[config.mk]
export PLATFORM = sky130hd
export DESIGN_NAME = reg_seq
export DESIGN_NICKNAME = d
export VERILOG_FILES = /design/src/rtl/cpu_pkg.sv /design/src/rtl/alu8.sv /design/src/rtl/reg_seq.sv
export SDC_FILE = /design/constraint.sdc
export NUM_CORES = 1
export LEC_CHECK = 0
export BUFFER_PORTS_ARGS = -buffer_cell sky130_fd_sc_hd__buf_4
export CAP_MARGIN = 10
export CORE_MARGIN = 4
export CORE_UTILIZATION = 28
export DETAILED_ROUTE_END_ITERATION = 8
export PLACE_DENSITY = 0.55
export SETUP_SLACK_MARGIN = 0.5
export SLEW_MARGIN = 20
export SYNTH_ARGS = -nofsm -noshare
export SYNTH_HDL_FRONTEND = slang
export SYNTH_HIERARCHICAL = 1
export SYNTH_SLANG_ARGS = --single-unit
export TNS_END_PERCENT = 50
[constraint.sdc]
create_clock -name i_clk -period 4.3 [get_ports i_clk]
set_input_delay 0.215 -clock i_clk [delete_from_list [all_inputs] [get_ports i_clk]]
set_output_delay 0.215 -clock i_clk [all_outputs]
set_load 0.05 [all_outputs]
[src/rtl/cpu_pkg.sv]
// Shared types for the SM83 register-to-register sequencer: states, ALU ops, register/flag indices.
// Defining REG_SEQ_INCDEC_EN makes INC r / DEC r legal opcodes.
package cpu_pkg;

  typedef logic [1:0] state_t;
  localparam state_t StIdle = 2'd0;
  localparam state_t StExec = 2'd1;
  localparam state_t StWb   = 2'd2;
  localparam state_t StErr  = 2'd3;

  // The first eight encodings match the ooo field of 10ooosss.
  typedef enum logic [3:0] {
    AluAdd  = 4'd0,
    AluAdc  = 4'd1,
    AluSub  = 4'd2,
    AluSbc  = 4'd3,
    AluAnd  = 4'd4,
    AluXor  = 4'd5,
    AluOr   = 4'd6,
    AluCp   = 4'd7,
    AluInc  = 4'd8,
    AluDec  = 4'd9,
    AluPass = 4'd10
  } alu_op_t;

  localparam logic [2:0] REG_B  = 3'd0;
  localparam logic [2:0] REG_C  = 3'd1;
  localparam logic [2:0] REG_D  = 3'd2;
  localparam logic [2:0] REG_E  = 3'd3;
  localparam logic [2:0] REG_H  = 3'd4;
  localparam logic [2:0] REG_L  = 3'd5;
  localparam logic [2:0] REG_HL = 3'd6;
  localparam logic [2:0] REG_A  = 3'd7;

  localparam int unsigned FLAG_Z = 3;
  localparam int unsigned FLAG_N = 2;
  localparam int unsigned FLAG_H = 1;
  localparam int unsigned FLAG_C = 0;

  // (HL) needs a memory cycle, so any r field of 6 is rejected; this also covers HALT (0x76).
  function automatic logic op_legal(input logic [7:0] op);
    logic legal;
    case (op[7:6])
      2'b01:   legal = (op[5:3] != REG_HL) && (op[2:0] != REG_HL);
      2'b10:   legal = (op[2:0] != REG_HL);
`ifdef REG_SEQ_INCDEC_EN
      2'b00:   legal = (op[2:1] == 2'b10) && (op[5:3] != REG_HL);
`endif
      default: legal = 1'b0;
    endcase
    return legal;
  endfunction

endpackage

[src/rtl/alu8.sv]
// Combinational 8-bit SM83 ALU producing a result and {Z,N,H,C}.
// INC/DEC (used only when REG_SEQ_INCDEC_EN is defined) operate on b_i and pass c_i through.
module alu8
  import cpu_pkg::*;
(
  input  logic [7:0] a_i,
  input  logic [7:0] b_i,
  input  logic       c_i,
  input  alu_op_t    op_i,
  output logic [7:0] res_o,
  output logic [3:0] flags_o
);

  logic [8:0] wide;
  logic [4:0] half;
  logic       cin;
  logic       n_flag;
  logic       h_flag;
  logic       c_flag;

  always_comb begin
    cin    = c_i && ((op_i == AluAdc) || (op_i == AluSbc));
    wide   = '0;
    half   = '0;
    res_o  = b_i;
    n_flag = 1'b0;
    h_flag = 1'b0;
    c_flag = c_i;
    case (op_i)
      AluAdd, AluAdc: begin
        wide   = {1'b0, a_i} + {1'b0, b_i} + {8'd0, cin};
        half   = {1'b0, a_i[3:0]} + {1'b0, b_i[3:0]} + {4'd0, cin};
        res_o  = wide[7:0];
        h_flag = half[4];
        c_flag = wide[8];
      end
      // Bit 8 / bit 4 of the widened difference is the borrow.
      AluSub, AluSbc, AluCp: begin
        wide   = {1'b0, a_i} - {1'b0, b_i} - {8'd0, cin};
        half   = {1'b0, a_i[3:0]} - {1'b0, b_i[3:0]} - {4'd0, cin};
        res_o  = wide[7:0];
        n_flag = 1'b1;
        h_flag = half[4];
        c_flag = wide[8];
      end
      AluAnd: begin
        res_o  = a_i & b_i;
        h_flag = 1'b1;
        c_flag = 1'b0;
      end
      AluXor: begin
        res_o  = a_i ^ b_i;
        c_flag = 1'b0;
      end
      AluOr: begin
        res_o  = a_i | b_i;
        c_flag = 1'b0;
      end
      AluInc: begin
        res_o  = b_i + 8'd1;
        h_flag = (b_i[3:0] == 4'hF);
      end
      AluDec: begin
        res_o  = b_i - 8'd1;
        n_flag = 1'b1;
        h_flag = (b_i[3:0] == 4'h0);
      end
      default: ;
    endcase
    flags_o         = '0;
    flags_o[FLAG_Z] = (res_o == 8'd0);
    flags_o[FLAG_N] = n_flag;
    flags_o[FLAG_H] = h_flag;
    flags_o[FLAG_C] = c_flag;
  end

endmodule

[src/rtl/reg_seq.sv]
// SM83 register-to-register micro-sequencer: IDLE -> EXEC -> WB (legal) or IDLE -> ERR (illegal).
// Defining REG_SEQ_INCDEC_EN adds INC r / DEC r; otherwise they take the ERR path.
module reg_seq
  import cpu_pkg::*;
#(
  parameter logic [2:0] ACC_IDX   = 3'd7,
  parameter logic [3:0] FLAGS_RST = 4'b0000
) (
  input  logic       i_clk,
  input  logic       i_rst,
  input  logic       i_op_valid,
  output logic       o_op_ready,
  input  logic [7:0] i_opcode,
  output logic [2:0] o_reg_a_sel,
  output logic [2:0] o_reg_b_sel,
  input  logic [7:0] i_reg_a,
  input  logic [7:0] i_reg_b,
  output logic [2:0] o_reg_wr_sel,
  output logic       o_reg_wr_en,
  output logic [7:0] o_reg_wr_data,
  output logic [3:0] o_flags,
  output logic       o_done,
  output logic       o_illegal
);

  state_t     state_q, state_d;
  logic [7:0] op_q, op_d;
  logic [7:0] res_q, res_d;
  logic [3:0] fnew_q, fnew_d;
  logic [3:0] flags_q, flags_d;

  logic       is_ld, is_alu, is_incdec, is_cp, busy;
  logic [2:0] a_sel, b_sel, wr_sel;
  alu_op_t    alu_op;
  logic [7:0] alu_res;
  logic [3:0] alu_flags;

  always_comb begin
    is_ld     = (op_q[7:6] == 2'b01);
    is_alu    = (op_q[7:6] == 2'b10);
    is_incdec = (op_q[7:6] == 2'b00);
    is_cp     = is_alu && (op_q[5:3] == 3'd7);
    if (is_ld) begin
      alu_op = AluPass;
    end else if (is_alu) begin
      alu_op = alu_op_t'({1'b0, op_q[5:3]});
    end else if (op_q[0]) begin
      alu_op = AluDec;
    end else begin
      alu_op = AluInc;
    end
    a_sel  = is_alu ? ACC_IDX : REG_B;
    b_sel  = is_incdec ? op_q[5:3] : op_q[2:0];
    wr_sel = is_alu ? ACC_IDX : op_q[5:3];
  end

  alu8 u_alu (
    .a_i     (i_reg_a),
    .b_i     (i_reg_b),
    .c_i     (flags_q[FLAG_C]),
    .op_i    (alu_op),
    .res_o   (alu_res),
    .flags_o (alu_flags)
  );

  always_comb begin
    state_d = state_q;
    op_d    = op_q;
    res_d   = res_q;
    fnew_d  = fnew_q;
    flags_d = flags_q;
    case (state_q)
      StIdle: begin
        if (i_op_valid) begin
          op_d    = i_opcode;
          state_d = op_legal(i_opcode) ? StExec : StErr;
        end
      end
      StExec: begin
        res_d   = alu_res;
        fnew_d  = alu_flags;
        state_d = StWb;
      end
      StWb: begin
        if (!is_ld) begin
          flags_d = fnew_q;
        end
        state_d = StIdle;
      end
      default: state_d = StIdle;
    endcase
  end

  always_ff @(posedge i_clk or negedge i_rst) begin
    if (!i_rst) begin
      state_q <= StIdle;
      op_q    <= '0;
      res_q   <= '0;
      fnew_q  <= '0;
      flags_q <= FLAGS_RST;
    end else begin
      state_q <= state_d;
      op_q    <= op_d;
      res_q   <= res_d;
      fnew_q  <= fnew_d;
      flags_q <= flags_d;
    end
  end

  always_comb begin
    busy          = (state_q == StExec) || (state_q == StWb);
    o_op_ready    = (state_q == StIdle);
    o_done        = (state_q == StWb);
    o_illegal     = (state_q == StErr);
    o_reg_a_sel   = busy ? a_sel : 3'd0;
    o_reg_b_sel   = busy ? b_sel : 3'd0;
    o_reg_wr_en   = (state_q == StWb) && !is_cp;
    o_reg_wr_sel  = (state_q == StWb) ? wr_sel : 3'd0;
    o_reg_wr_data = (state_q == StWb) ? res_q : 8'd0;
    o_flags       = flags_q;
  end

endmodule
[Word-level counts from Yosys, hierarchy flattened]
Cells that the tools add are included.
Word-level totals
  register bits after elaboration: 26
  word-level logic and storage cells: 78
Operators by class
  add/sub/neg operators: 10
  equality and inequality tests: 21
  muxes and demuxes: 20
  bitwise operators: 4
  reductions and logical operators: 18
Operators with widths (number)
  $pmux W8 S7: 1
  $mux W3: 6
  $eq A4 B3 Y1 const B: 4
  $eq A4 B4 Y1 const B: 3
  $add A8 B8 Y9: 1
  $add A9 B1 Y9: 1
  $sub A8 B8 Y9: 1
  $sub A9 B1 Y9: 1
  $add A8 B1 Y8 const B: 1
  $and A8 B8 Y8: 1
  $eq A2 B2 Y1 const B: 4
  $eq A4 B2 Y1 const B: 2
  $logic_not A4 Y1: 2
  $logic_not A8 Y1: 1
  $mux W4: 2
  $mux W8: 1
  $or A8 B8 Y8: 1
  $sub A8 B1 Y8 const B: 1
  $xor A8 B8 Y8: 1
  $eq A2 B1 Y1 const B: 3
  $ne A3 B3 Y1 const B: 2
  $reduce_or A3 Y1: 2
  $add A4 B4 Y5: 1
  $add A5 B1 Y5: 1
  other kinds (19): 29

[Longest topological paths before layout]
Gate-level depths: netlist of the first run.
  depth after elaboration: 9
  mapped depth: 18
  mapped depth without buffers: 16

[Modules after synthesis]
The synthesis of the first run kept the hierarchy.
By module, submodules not included
  alu8: instances 1, cells an instance 271, area each 1876.8 um2, sequential area each 0.0 um2
  reg_seq: instances 1, cells an instance 111, area each 1311.3 um2, sequential area each 650.6 um2

[Worst setup path before layout of the first run]
Ideal clock, no wire load.
  path kind: register to register
  start: reg op_q[6]
  end: reg fnew_q[3]
  arrival time: 3644 ps
  required time: 4175 ps
  setup slack: 532 ps
  cell stages (with the launch flop): 15
  path buffers: 1
  cells stage by stage: dfrtp_1 nor2_1 a22o_1 clkbuf_1 nand3_1 fa_1 ha_1 a211o_1 a2111oi_0 or3_1 and4b_1 nor3_2 nand3_1 and4bb_1 mux2_2
Between the ends
  word-level cells in the longest chain between the ends: 9
  elaborated cells on any way between the ends: 22
  those cells by class: add/sub: 2; eq/ne: 11; mux: 3; reduce/logical: 6
Ends and longest elaborated chain
  start: declaration: RTL line reg_seq.sv:27  | logic [7:0] op_q, op_d;
  start signal: assignment: RTL line reg_seq.sv:103  | op_q <= op_d;
  $eq A2 B2 Y1: RTL line reg_seq.sv:40  | is_alu = (op_q[7:6] == 2'b10);
  $mux W4: RTL line reg_seq.sv:45  | end else if (is_alu) begin
  $mux W4 (*): RTL line reg_seq.sv:43  | if (is_ld) begin
  named net alu_op[0]: RTL line reg_seq.sv:34  | alu_op_t alu_op;
  $eq A4 B1 Y1 or $eq A4 B2 Y1 (tied branches): RTL line alu8.sv:22, alu8.sv:29
  $logic_or A1 B1 Y1: RTL line alu8.sv:22  | cin = c_i && ((op_i == AluAdc) || (op_i == AluSbc));
  $logic_and A1 B1 Y1: RTL line alu8.sv:22
  $sub A9 B1 Y9 or $add A9 B1 Y9 (tied branches): RTL line alu8.sv:39, alu8.sv:31
  $pmux W8 S7 (*): RTL line alu8.sv:29  | case (op_i)
  named net alu_res[7]: RTL line reg_seq.sv:35  | logic [7:0] alu_res;
  $logic_not A8 Y1 (*): RTL line alu8.sv:71  | flags_o[FLAG_Z] = (res_o == 8'd0);
  named net alu_flags[3]: RTL line reg_seq.sv:36  | logic [3:0] alu_flags;
  end signal: assignment: RTL line reg_seq.sv:105  | fnew_q <= fnew_d;
  end: declaration: RTL line reg_seq.sv:29  | logic [3:0] fnew_q, fnew_d;
The timed path passes the listed nets; every way through them passes the cells marked *.
A chain may end at the register's enable or synchronous reset.

[Worst setup path in the final report of the first run]
Same ends and word-level chain as after synthesis.

==> results of run 1 <==
## path summary, 6_finish.rpt
path / cells past startpoint / slack (ps) / endpoint / start
worst min-delay path: 2 / 160 / state_q[1]$_DFFE_PN0P_ / i_op_valid
min in group asynchronous: 2 / 400 / state_q[0]$_DFFE_PN0P_ / i_rst
worst max register to register: 13 / 620 / fnew_q[3]$_DFFE_PN0P_ / op_q[6]$_DFFE_PN0P_
max in group asynchronous: 2 / 3620 / op_q[7]$_DFFE_PN0P_ / i_rst
worst max-delay path: 13 / 620 / fnew_q[3]$_DFFE_PN0P_ / op_q[6]$_DFFE_PN0P_
worst min register to register: 1 / 510 / o_flags[1]$_DFFE_PN0P_ / fnew_q[1]$_DFFE_PN0P_
## final cells by class
class	count	area share
multi-input combinational	304	0.609
inverter	34	0.0328
timing repair buffer	61	0.118
tap	140	0.0451
clock buffer	3	0.0193
clock inverter	1	0.00772
sequential	26	0.168
## cells by family after synthesis
group | share of synthesized area
fa+ha+maj | 0.196
buf+inv | 0.0695
xor+xnor | 0.0385
flops | 0.204
compound gates | 0.179
simple gates | 0.201
mux | 0.111
## per-stage QoR
step | cells | hold WS, ps | total power, mW
after global placement | 564 | 143 | 2.66
after floorplan | 382 | -80.6 | 2.05
final | 569 | 162 | 2.99
after CTS | 569 | 157 | 2.96
after global routing | 569 | 165 | 3.21
after detailed placement | 564 | 152 | 2.67
## sequential cells by signal (all words and copies together), names as in the netlist
register and cells:
fnew_q 4, o_flags 4, op_q 8, res_q 8, state_q 2
## synthesized netlist by cell type, types with 3 or more instances
cell type | n | share of area
fa_1 | 5 | 0.031
clkbuf_1 | 7 | 0.0082
a31oi_1 | 6 | 0.012
o21ai_0 | 21 | 0.033
and2_1 | 10 | 0.020
a211oi_1 | 7 | 0.016
mux2i_1 | 7 | 0.022
nor3_1 | 5 | 0.0078
o22ai_1 | 3 | 0.0059
o21ai_1 | 6 | 0.0094
nand2_1 | 23 | 0.027
nand3_1 | 9 | 0.014
mux2_2 | 19 | 0.067
dfrtp_1 | 26 | 0.20
o21a_1 | 5 | 0.012
o211ai_1 | 5 | 0.012
a21oi_1 | 18 | 0.028
and3b_1 | 3 | 0.0082
inv_1 | 33 | 0.039
a2111oi_0 | 3 | 0.0082
mux2_4 | 4 | 0.019
nand2b_1 | 4 | 0.0078
nor2_1 | 41 | 0.048
buf_2 | 6 | 0.0094
nand4b_1 | 3 | 0.0082
xnor2_1 | 6 | 0.016
xor2_1 | 8 | 0.022
ha_1 | 42 | 0.16
nor4_1 | 3 | 0.0059
buf_4 | 5 | 0.012
nand3b_1 | 3 | 0.0071
## power groups by stage
stage          Clock (mW)  Combinational (mW)  Sequential [mW]
3_3_place_gp            0                2.21            0.450
2_1_floorplan           0                1.59            0.464
4_1_cts             0.276                2.23            0.451
6_report            0.271                2.27            0.455
3_5_place_dp            0                2.22            0.454
5_1_grt             0.286                2.46            0.469
## per-layer routing
metal | GRT usage | vias to the layer above | share of wire
li1 | - | 1445 | -
met5 | 0 | - | 0
met4 | 0.0352 | 0 | 0.020
met1 | 0.194 | 1374 | 0.47
met2 | 0.228 | 73 | 0.47
met3 | 0.0148 | 12 | 0.043
## worst max-delay path: cells and delay by family, from the launching register on
kind | cells | cell delay (ps)
and+or+nand+nor | 4 | 540
xor gates and xnor gates | 1 | 160
adders and majority gates | 1 | 410
DFF | 1 | 470
buffers and inverters | 1 | 70
muxes | 2 | 600
AOI/OAI and AO/OA | 4 | 1320
## what timing repair did
item | CTS | global route
endpoints found under the setup margin | 1 | 2
pin swaps | 0 | 2
gates resized for setup | 1 | 15
hold buffers | 1 | 0
hold endpoints to repair | 26 | 0
buffers inserted | 0 | 0
==> flow_summary.json, run 1 <==
{
  "p_leak_nw": 1.82,
  "htree_levels": 1,
  "synth_edf_count": 0,
  "antenna_found_initial": 0,
  "synthCells": 382,
  "clk_path_buf_depth": 2,
  "dieArea_um2": 13200,
  "num_vias": 2904,
  "postRouteAntennaNets": 0,
  "arrival_ps": 3820,
  "yosysSeqAreaShare": 0.204,
  "layout-drive-gt1-share": 0.240,
  "io_pins": 52,
  "insertion_delay_ps": 260,
  "slew_headroom": 0.489,
  "critPathSlowestCell": "dfrtp_2",
  "yosysUniqueCellTypes": 61,
  "final_hold_viol_count": 0,
  "cts_root_buffer": "clkbuf_16",
  "run_status": "finished, final reports clean",
  "vias_per_cell": 5.10,
  "pwr-share-clk": 0.090,
  "min_period_over_period": 0.855,
  "pre_cts_ws_ps": 468,
  "switching_share": 0.530,
  "firstDrtPassIters": 4,
  "grt_pass1_vias": 2927,
  "worstPathCellList": "mux2_1, a22o_2, nand3_1, inv_1, fa_1, a211oi_1, o21ai_1, a221oi_1, xnor2_1, nand2_1, nand3_1, and4bb_1, mux2_2",
  "crit_path_max_incr_delay_ps": 470,
  "detailed_place_hpwl_um": 7360,
  "cts.sinks": 26,
  "synth_seq_cells": 26,
  "power_density_nw_per_um2": 770,
  "tritoncts": "yes",
  "worst_pin_slew_ps": 760,
  "synth.avg_cell_area_um2": 8.35,
  "fin_ws_ps": 623,
  "max_freq_mhz": 272,
  "p_sw_mw": 1.59,
  "cap_violations": 0,
  "syn2layout_area_growth_pct": 21.9,
  "cp-end-kind": "flop",
  "power_frac_comb": 0.758,
  "drt-initial-drc-count": 158,
  "yosysWarnings": 6,
  "port_buffers": 51,
  "drc": 0,
  "nets": 504,
  "diodes": 0,
  "post-route-util": 0.354,
  "setup_viol_count_final": 0,
  "clock_skew_ps": 3.19,
  "intPower_mw": 1.41,
  "die_h_um": 115,
  "place_congestion": 0.879,
  "overflow": 0,
  "multi_input_area_um2": 2370,
  "final_common_cell": "buf_4",
  "rows": 38,
  "rsz0062_at_grt": "false",
  "worstSetupPathType": "flop to flop",
  "post-route-min-period_ps": 3680,
  "start_util": 0.290,
  "wirelength_um": 9270,
  "final_area_um2": 3890,
  "die_w_um": 115,
  "cpMostUsedCell": "nand3_1",
  "grtUsageTotal": 0.138,
  "tns_ps": 0,
  "cp.required_ps": 4450,
  "grt_max_degree": 27,
  "placed_area_um2": 3720,
  "wl_per_cell_um": 16.3,
  "fillers": 1133,
  "p_seq_frac": 0.152,
  "syn_nets": 456,
  "cts_made_buffers": 3,
  "regArea_um2": 653,
  "peakVddDrop_v": 0.000315,
  "synthArstFlopShare": 1.00,
  "grt_pass1_wl_um": 14800,
  "mostFrequentLayoutCells": "60 x buf_4, 42 x ha_1, 38 x nor2_1",
  "crit_fanout": 8,
  "clk_pin_slew_ps": 70,
  "worstSetupStartpointType": "flop",
  "core_area_um2": 11000,
  "syn-cell-area_um2": 3190,
  "hold_path_class": "input port to flop",
  "finalMaxSlewViolations": 0,
  "synthFlopType": "dfrtp_1"
}
(Power assumes the default switching activity.)
==> inputs of run 2 (changes only) <==
--- a/config.mk
+++ b/config.mk
@@ -5,11 +5,13 @@
 export SDC_FILE = /design/constraint.sdc
 export NUM_CORES = 1
 export LEC_CHECK = 0
+export ABC_AREA = 1
 export BUFFER_PORTS_ARGS = -buffer_cell sky130_fd_sc_hd__buf_4
 export CAP_MARGIN = 10
 export CORE_MARGIN = 4
 export CORE_UTILIZATION = 28
 export DETAILED_ROUTE_END_ITERATION = 8
+export GPL_TIMING_DRIVEN = 0
 export PLACE_DENSITY = 0.55
 export SETUP_SLACK_MARGIN = 0.5
 export SLEW_MARGIN = 20
==> flow_summary.json, run 2 <==
{
  "syn-cell-area_um2": 3420,
  "yosysTopAreaCellShare": 0.190,
  "crit_fanout": 8,
  "core_area_um2": 12000,
  "rows": 40,
  "clk_path_buf_depth": 2,
  "wl_per_cell_um": 12.3,
  "reg.largest.list": "op_q x8, res_q x8",
  "placedCellCount": 736,
  "mostFrequentLayoutCells": "133 x nand2_1, 106 x inv_1, 58 x buf_4",
  "finalMaxSlewViolations": 0,
  "multi_input_area_um2": 2240,
  "vias_per_cell": 4.58,
  "final_hold_viol_count": 0,
  "clk_pin_slew_ps": 60,
  "start_util": 0.286,
  "synthArstFlopShare": 1.00,
  "stdcell_count": 741,
  "synthCells": 538,
  "cts.sinks": 26,
  "dieArea_um2": 14000,
  "setup_viol_count_final": 0,
  "rsz0062_at_grt": "false",
  "worst_pin_slew_ps": 612,
  "cts_made_buffers": 3,
  "synth_common_cells": "133 x nand2_1, 106 x inv_1, 56 x nand3_1",
  "post-route-min-period_ps": 3370,
  "grt_pass1_wl_um": 15600,
  "max_freq_mhz": 297,
  "hold_ws_ps": 193,
  "drc": 0,
  "num_vias": 3397,
  "hold_path_class": "input port to flop",
  "cts_root_buffer": "clkbuf_16",
  "final_area_um2": 4090,
  "min_period_over_period": 0.783,
  "cp-end-kind": "flop",
  "diodes": 0,
  "overflow": 0,
  "ys_top_cells_by_area": "dfrtp_1 19%, ha_1 15%, nand2_1 15%",
  "synth_edf_count": 0,
  "antenna_found_initial": 0,
  "power_density_nw_per_um2": 695,
  "grtUsageTotal": 0.132,
  "clock_skew_ps": 2.83,
  "firstDrtPassIters": 4,
  "port_buffers": 51,
  "final_common_cell": "nand2_1",
  "worstSetupStartpointType": "flop",
  "die_h_um": 118,
  "layout-drive-gt1-share": 0.173,
  "syn_nets": 612,
  "fillers": 1313,
  "yosysTopAreaCell": "dfrtp_1",
  "synthFlopType": "dfrtp_1",
  "run_status": "finished, final reports clean",
  "p_leak_nw": 2.34,
  "placed_area_um2": 3990,
  "worstSetupPathType": "flop to flop",
  "cp.required_ps": 4470,
  "insertion_delay_ps": 260,
  "synth.avg_cell_area_um2": 6.35,
  "wirelength_um": 9090,
  "arrival_ps": 3540,
  "place_congestion": 0.899,
  "tns_ps": 0,
  "grt_pass1_vias": 3388,
  "slew_headroom": 0.587,
  "io_pins": 52,
  "drt-initial-drc-count": 182,
  "fin_ws_ps": 934,
  "die_w_um": 118,
  "pre_cts_ws_ps": 886,
  "htree_levels": 1,
  "grt_max_degree": 27,
  "nets": 669,
  "peakVddDrop_v": 0.000346,
  "yosysWarnings": 6,
  "syn2layout_area_growth_pct": 19.5,
  "yosysMostFrequentCell": "nand2_1",
  "cap_violations": 0,
  "yosysSeqAreaShare": 0.190,
  "tritoncts": "yes",
  "detailed_place_hpwl_um": 7810,
  "regArea_um2": 651,
  "synth_seq_cells": 26,
  "postRouteAntennaNets": 0,
  "yosysUniqueCellTypes": 36
}
[run 2: cell count changes in the layout (fill, tap and decap cells not counted), sizes merged, moves of 7 or more]
cell / previous run / this run
inv: 34 / 114
nor2: 41 / 57
nand3: 9 / 58
mux2i: 7 / 0
a211oi: 7 / 0
nand2: 24 / 140
nand4: 2 / 9
xor2: 8 / 1
and2: 10 / 0
mux2: 24 / 10
[run 2: logic make-up after synthesis]
group           count (synthesis)  share of synthesized area
xor+xnor                        1                    0.00256
mux                            10                     0.0340
simple gates                  277                      0.357
fa+ha+maj                      47                      0.183
flops                          26                      0.190
compound gates                 50                     0.0776
buf+inv                       127                      0.156
[run 2: area by class of cell]
class                           instances  share of cell area
Tap cell                              147              0.0450
Timing Repair Buffer                   52              0.0961
Buffer                                 11              0.0233
Multi-Input combinational cell        385               0.547
Clock buffer                            4              0.0217
Inverter                              116               0.107
Sequential cell                        26               0.159
[run 2: routing by layer]
layer	vias to the layer above	global-route usage	share of wire
met5	-	0	0
met4	0	0.0391	0.020
met3	12	0.0249	0.048
met2	67	0.225	0.48
met1	1533	0.169	0.45
li1	1785	-	-
[run 2: worst max-delay path, stage by stage, from the launching register on]
cell and delay [ps]:
dfrtp_1 410, inv_1 90, nand2_2 100, nor2_1 430, nor2_1 170, nand3_1 140
inv_1 60, fa_1 450, inv_1 100, fa_1 190, inv_1 80, nand3_1 90
nand3_1 80, nand3_1 80, nand2_1 80, nor3_2 240, nand3_1 130, nor3_2 190
nand2_1 70, o21ai_0 80
[run 2: power by group]
part / internal, mW / switching (mW) / total, mW
registers: 0.360 / 0.0695 / 0.429
logic: 0.730 / 1.46 / 2.19
clock network: 0.142 / 0.0822 / 0.225
[run 2: stage by stage]
step	utilization	power (mW)
after floorplan	-	2.06
after global placement	0.333	2.61
after detailed placement	0.333	2.63
after CTS	0.341	2.87
after global routing	0.342	3.14
final	0.342	2.84
[run 2: worst paths after layout]
path | cells past startpoint | slack (ps) | to | startpoint
worst max-delay path | 19 | 930 | fnew_q[3]$_DFFE_PN0P_ | op_q[6]$_DFFE_PN0P_
worst min-delay path | 2 | 190 | op_q[1]$_DFFE_PN0P_ | i_opcode[1]
worst max register to register | 19 | 930 | fnew_q[3]$_DFFE_PN0P_ | op_q[6]$_DFFE_PN0P_
worst min register to register | 2 | 490 | o_flags[2]$_DFFE_PN0P_ | o_flags[2]$_DFFE_PN0P_
max in group asynchronous | 2 | 3650 | op_q[4]$_DFFE_PN0P_ | i_rst
min in group asynchronous | 2 | 400 | o_flags[3]$_DFFE_PN0P_ | i_rst
[run 2: what timing repair did]
action                                  4_1_cts  5_1_grt
hold buffers                                  1        0
resized for setup                             0        1
endpoints found under the setup margin        0        1
setup buffers                                 0        0
hold endpoints to repair                     26        0
==> inputs of run 3 (changes only) <==
==> constraint.sdc (replaced) <==
create_clock -name i_clk -period 3.4 [get_ports i_clk]
set_input_delay 0.17 -clock i_clk [delete_from_list [all_inputs] [get_ports i_clk]]
set_output_delay 0.17 -clock i_clk [all_outputs]
set_load 0.05 [all_outputs]
==> flow_summary.json, run 3 (synthesized netlist as in run 2, its figures left out) <==
{
  "r2r_slack_ps": 440,
  "top_layer": "met4",
  "arrival_ps": 3140,
  "worstSetupStartpointType": "flop",
  "cts_root_buffer": "clkbuf_16",
  "drt-initial-drc-count": 149,
  "met3_length_um": 395,
  "firstDrtPassIters": 4,
  "hold_path_class": "input port to flop",
  "clk_path_buf_depth": 2,
  "drc": 0,
  "postRouteAntennaNets": 0,
  "p_leak_nw": 2.48,
  "insertion_delay_ps": 260,
  "placedCellCount": 736,
  "min_period_over_period": 0.870,
  "placed_area_um2": 3990,
  "antenna_found_initial": 0,
  "dieArea_um2": 14000,
  "die_w_um": 118,
  "worst_pin_slew_ps": 336,
  "pre_cts_ws_ps": -14.5,
  "cp-end-kind": "flop",
  "start_util": 0.286,
  "core_area_um2": 12000,
  "cts_made_buffers": 3,
  "power_density_nw_per_um2": 914,
  "die_h_um": 118,
  "rows": 40,
  "overflow": 0,
  "clock_skew_ps": 2.95,
  "grt_pass1_wl_um": 15900,
  "cp.required_ps": 3580,
  "reg.largest.list": "op_q x8, res_q x8",
  "power.total_mw": 4.11,
  "grtUsageTotal": 0.134,
  "port_buffers": 51,
  "cts.sinks": 26,
  "final_hold_viol_count": 0,
  "wl_met1_um": 4310,
  "syn2layout_area_growth_pct": 31.6,
  "stdcell_count": 764,
  "grt_pass1_vias": 3465,
  "io_pins": 52,
  "grt_max_degree": 27,
  "num_vias": 3543,
  "layout-drive-gt1-share": 0.285,
  "tritoncts": "yes",
  "detailed_place_hpwl_um": 7810,
  "slew_headroom": 0.776,
  "diodes": 0,
  "run_status": "finished, final reports clean",
  "htree_levels": 1,
  "final_common_cell": "nand2_1",
  "cap_violations": 0,
  "post-route-min-period_ps": 2960,
  "crit_fanout": 6,
  "wirelength_um": 9610,
  "peakVddDrop_v": 0.000427,
  "worstPathCellList": "inv_2, nand2_4, inv_4, nor2_2, nor2_4, nand3_4, fa_2, fa_2, nand3_2, nand2_1, nor2_1, nand3_1, nand2_2, nand2_2, nor2_2, nand3_2, nor3_2, nand2_1, o21ai_1",
  "nets": 692,
  "mostFrequentLayoutCells": "123 x nand2_1, 100 x inv_1, 80 x buf_4",
  "fin_ws_ps": 441,
  "met2WireLength_um": 4720,
  "finalMaxSlewViolations": 0,
  "worstSetupPathType": "flop to flop",
  "critPathSlowestCell": "fa_2",
  "final_area_um2": 4500,
  "setup_viol_count_final": 0,
  "wl_per_cell_um": 12.6,
  "max_freq_mhz": 338,
  "crit_path_max_incr_delay_ps": 480,
  "place_congestion": 0.899,
  "vias_per_cell": 4.64,
  "rsz0062_at_grt": "true",
  "clk_pin_slew_ps": 60
}
[run 3: cell count changes in the layout (fill, tap and decap cells not counted), moves of 5 or more]
| cell | change |
|---|---|
| fa_2 | +5 |
| nand3_1 | -11 |
| buf_4 | +22 |
| nand3_2 | +10 |
| nor2_1 | -7 |
| nand2_2 | +7 |
| fa_1 | -5 |
| o21ai_0 | -5 |
| inv_1 | -6 |
| nand2_1 | -10 |
[run 3: layout make-up]
cell class | instances | area, µm²
repair buffers | 75 | 566
plain buffers | 11 | 108
flip-flops and latches | 26 | 652
clock buffers | 4 | 88.8
inverters | 116 | 445
well taps | 147 | 184
fillers | 1275 | 7460
multi-input cells | 385 | 2450
[run 3: worst paths after layout]
check                                       startpoint  cells past startpoint                      to
worst max-delay path               op_q[6]$_DFFE_PN0P_                     19   fnew_q[3]$_DFFE_PN0P_
worst min-delay path                       i_opcode[1]                      2     op_q[1]$_DFFE_PN0P_
worst max register to register     op_q[6]$_DFFE_PN0P_                     19   fnew_q[3]$_DFFE_PN0P_
worst min register to register  o_flags[2]$_DFFE_PN0P_                      2  o_flags[2]$_DFFE_PN0P_
max in group asynchronous                        i_rst                      2     op_q[7]$_DFFE_PN0P_
min in group asynchronous                        i_rst                      2  o_flags[3]$_DFFE_PN0P_
[run 3: what timing repair did]
item | in CTS | in global routing
pin swaps | 6 | 38
buffers inserted | 10 | 13
resized for setup | 27 | 46
hold buffers | 1 | 0
endpoints found under the setup margin | 11 | 10
endpoints found under the hold margin | 26 | 0
[run 3: per-layer routing]
layer | vias to the layer above | track usage
met5 | - | 0
met4 | 0 | 0.0442
met1 | 1632 | 0.174
li1 | 1836 | -
met3 | 13 | 0.0220
met2 | 62 | 0.226
[run 3: power breakdown]
group          internal (mW)  total [mW]  switching, mW
Combinational           1.22        3.28           2.06
Sequential             0.456       0.549         0.0929
Clock                  0.180       0.285          0.105
Total                   1.85        4.11           2.26
[run 3: through the flow]
step / TNS, ps / hold WS (ps) / utilization
finish: 0 / 148 / 0.376
global route: 0 / 151 / 0.376
global placement: 0 / 97.2 / 0.333
detailed placement: -14.5 / 101 / 0.333
floorplan: 0 / -126 / -
CTS: 0 / 146 / 0.353
[run 3: worst max-delay path, delay by kind of cell, from the launching register on]
kind / cells / cell delay [ps]
buffers and inverters: 2 / 150
adders and majority gates: 2 / 910
AOI/OAI and AO/OA: 1 / 80
and+or+nand+nor: 14 / 1350
DFF: 1 / 390
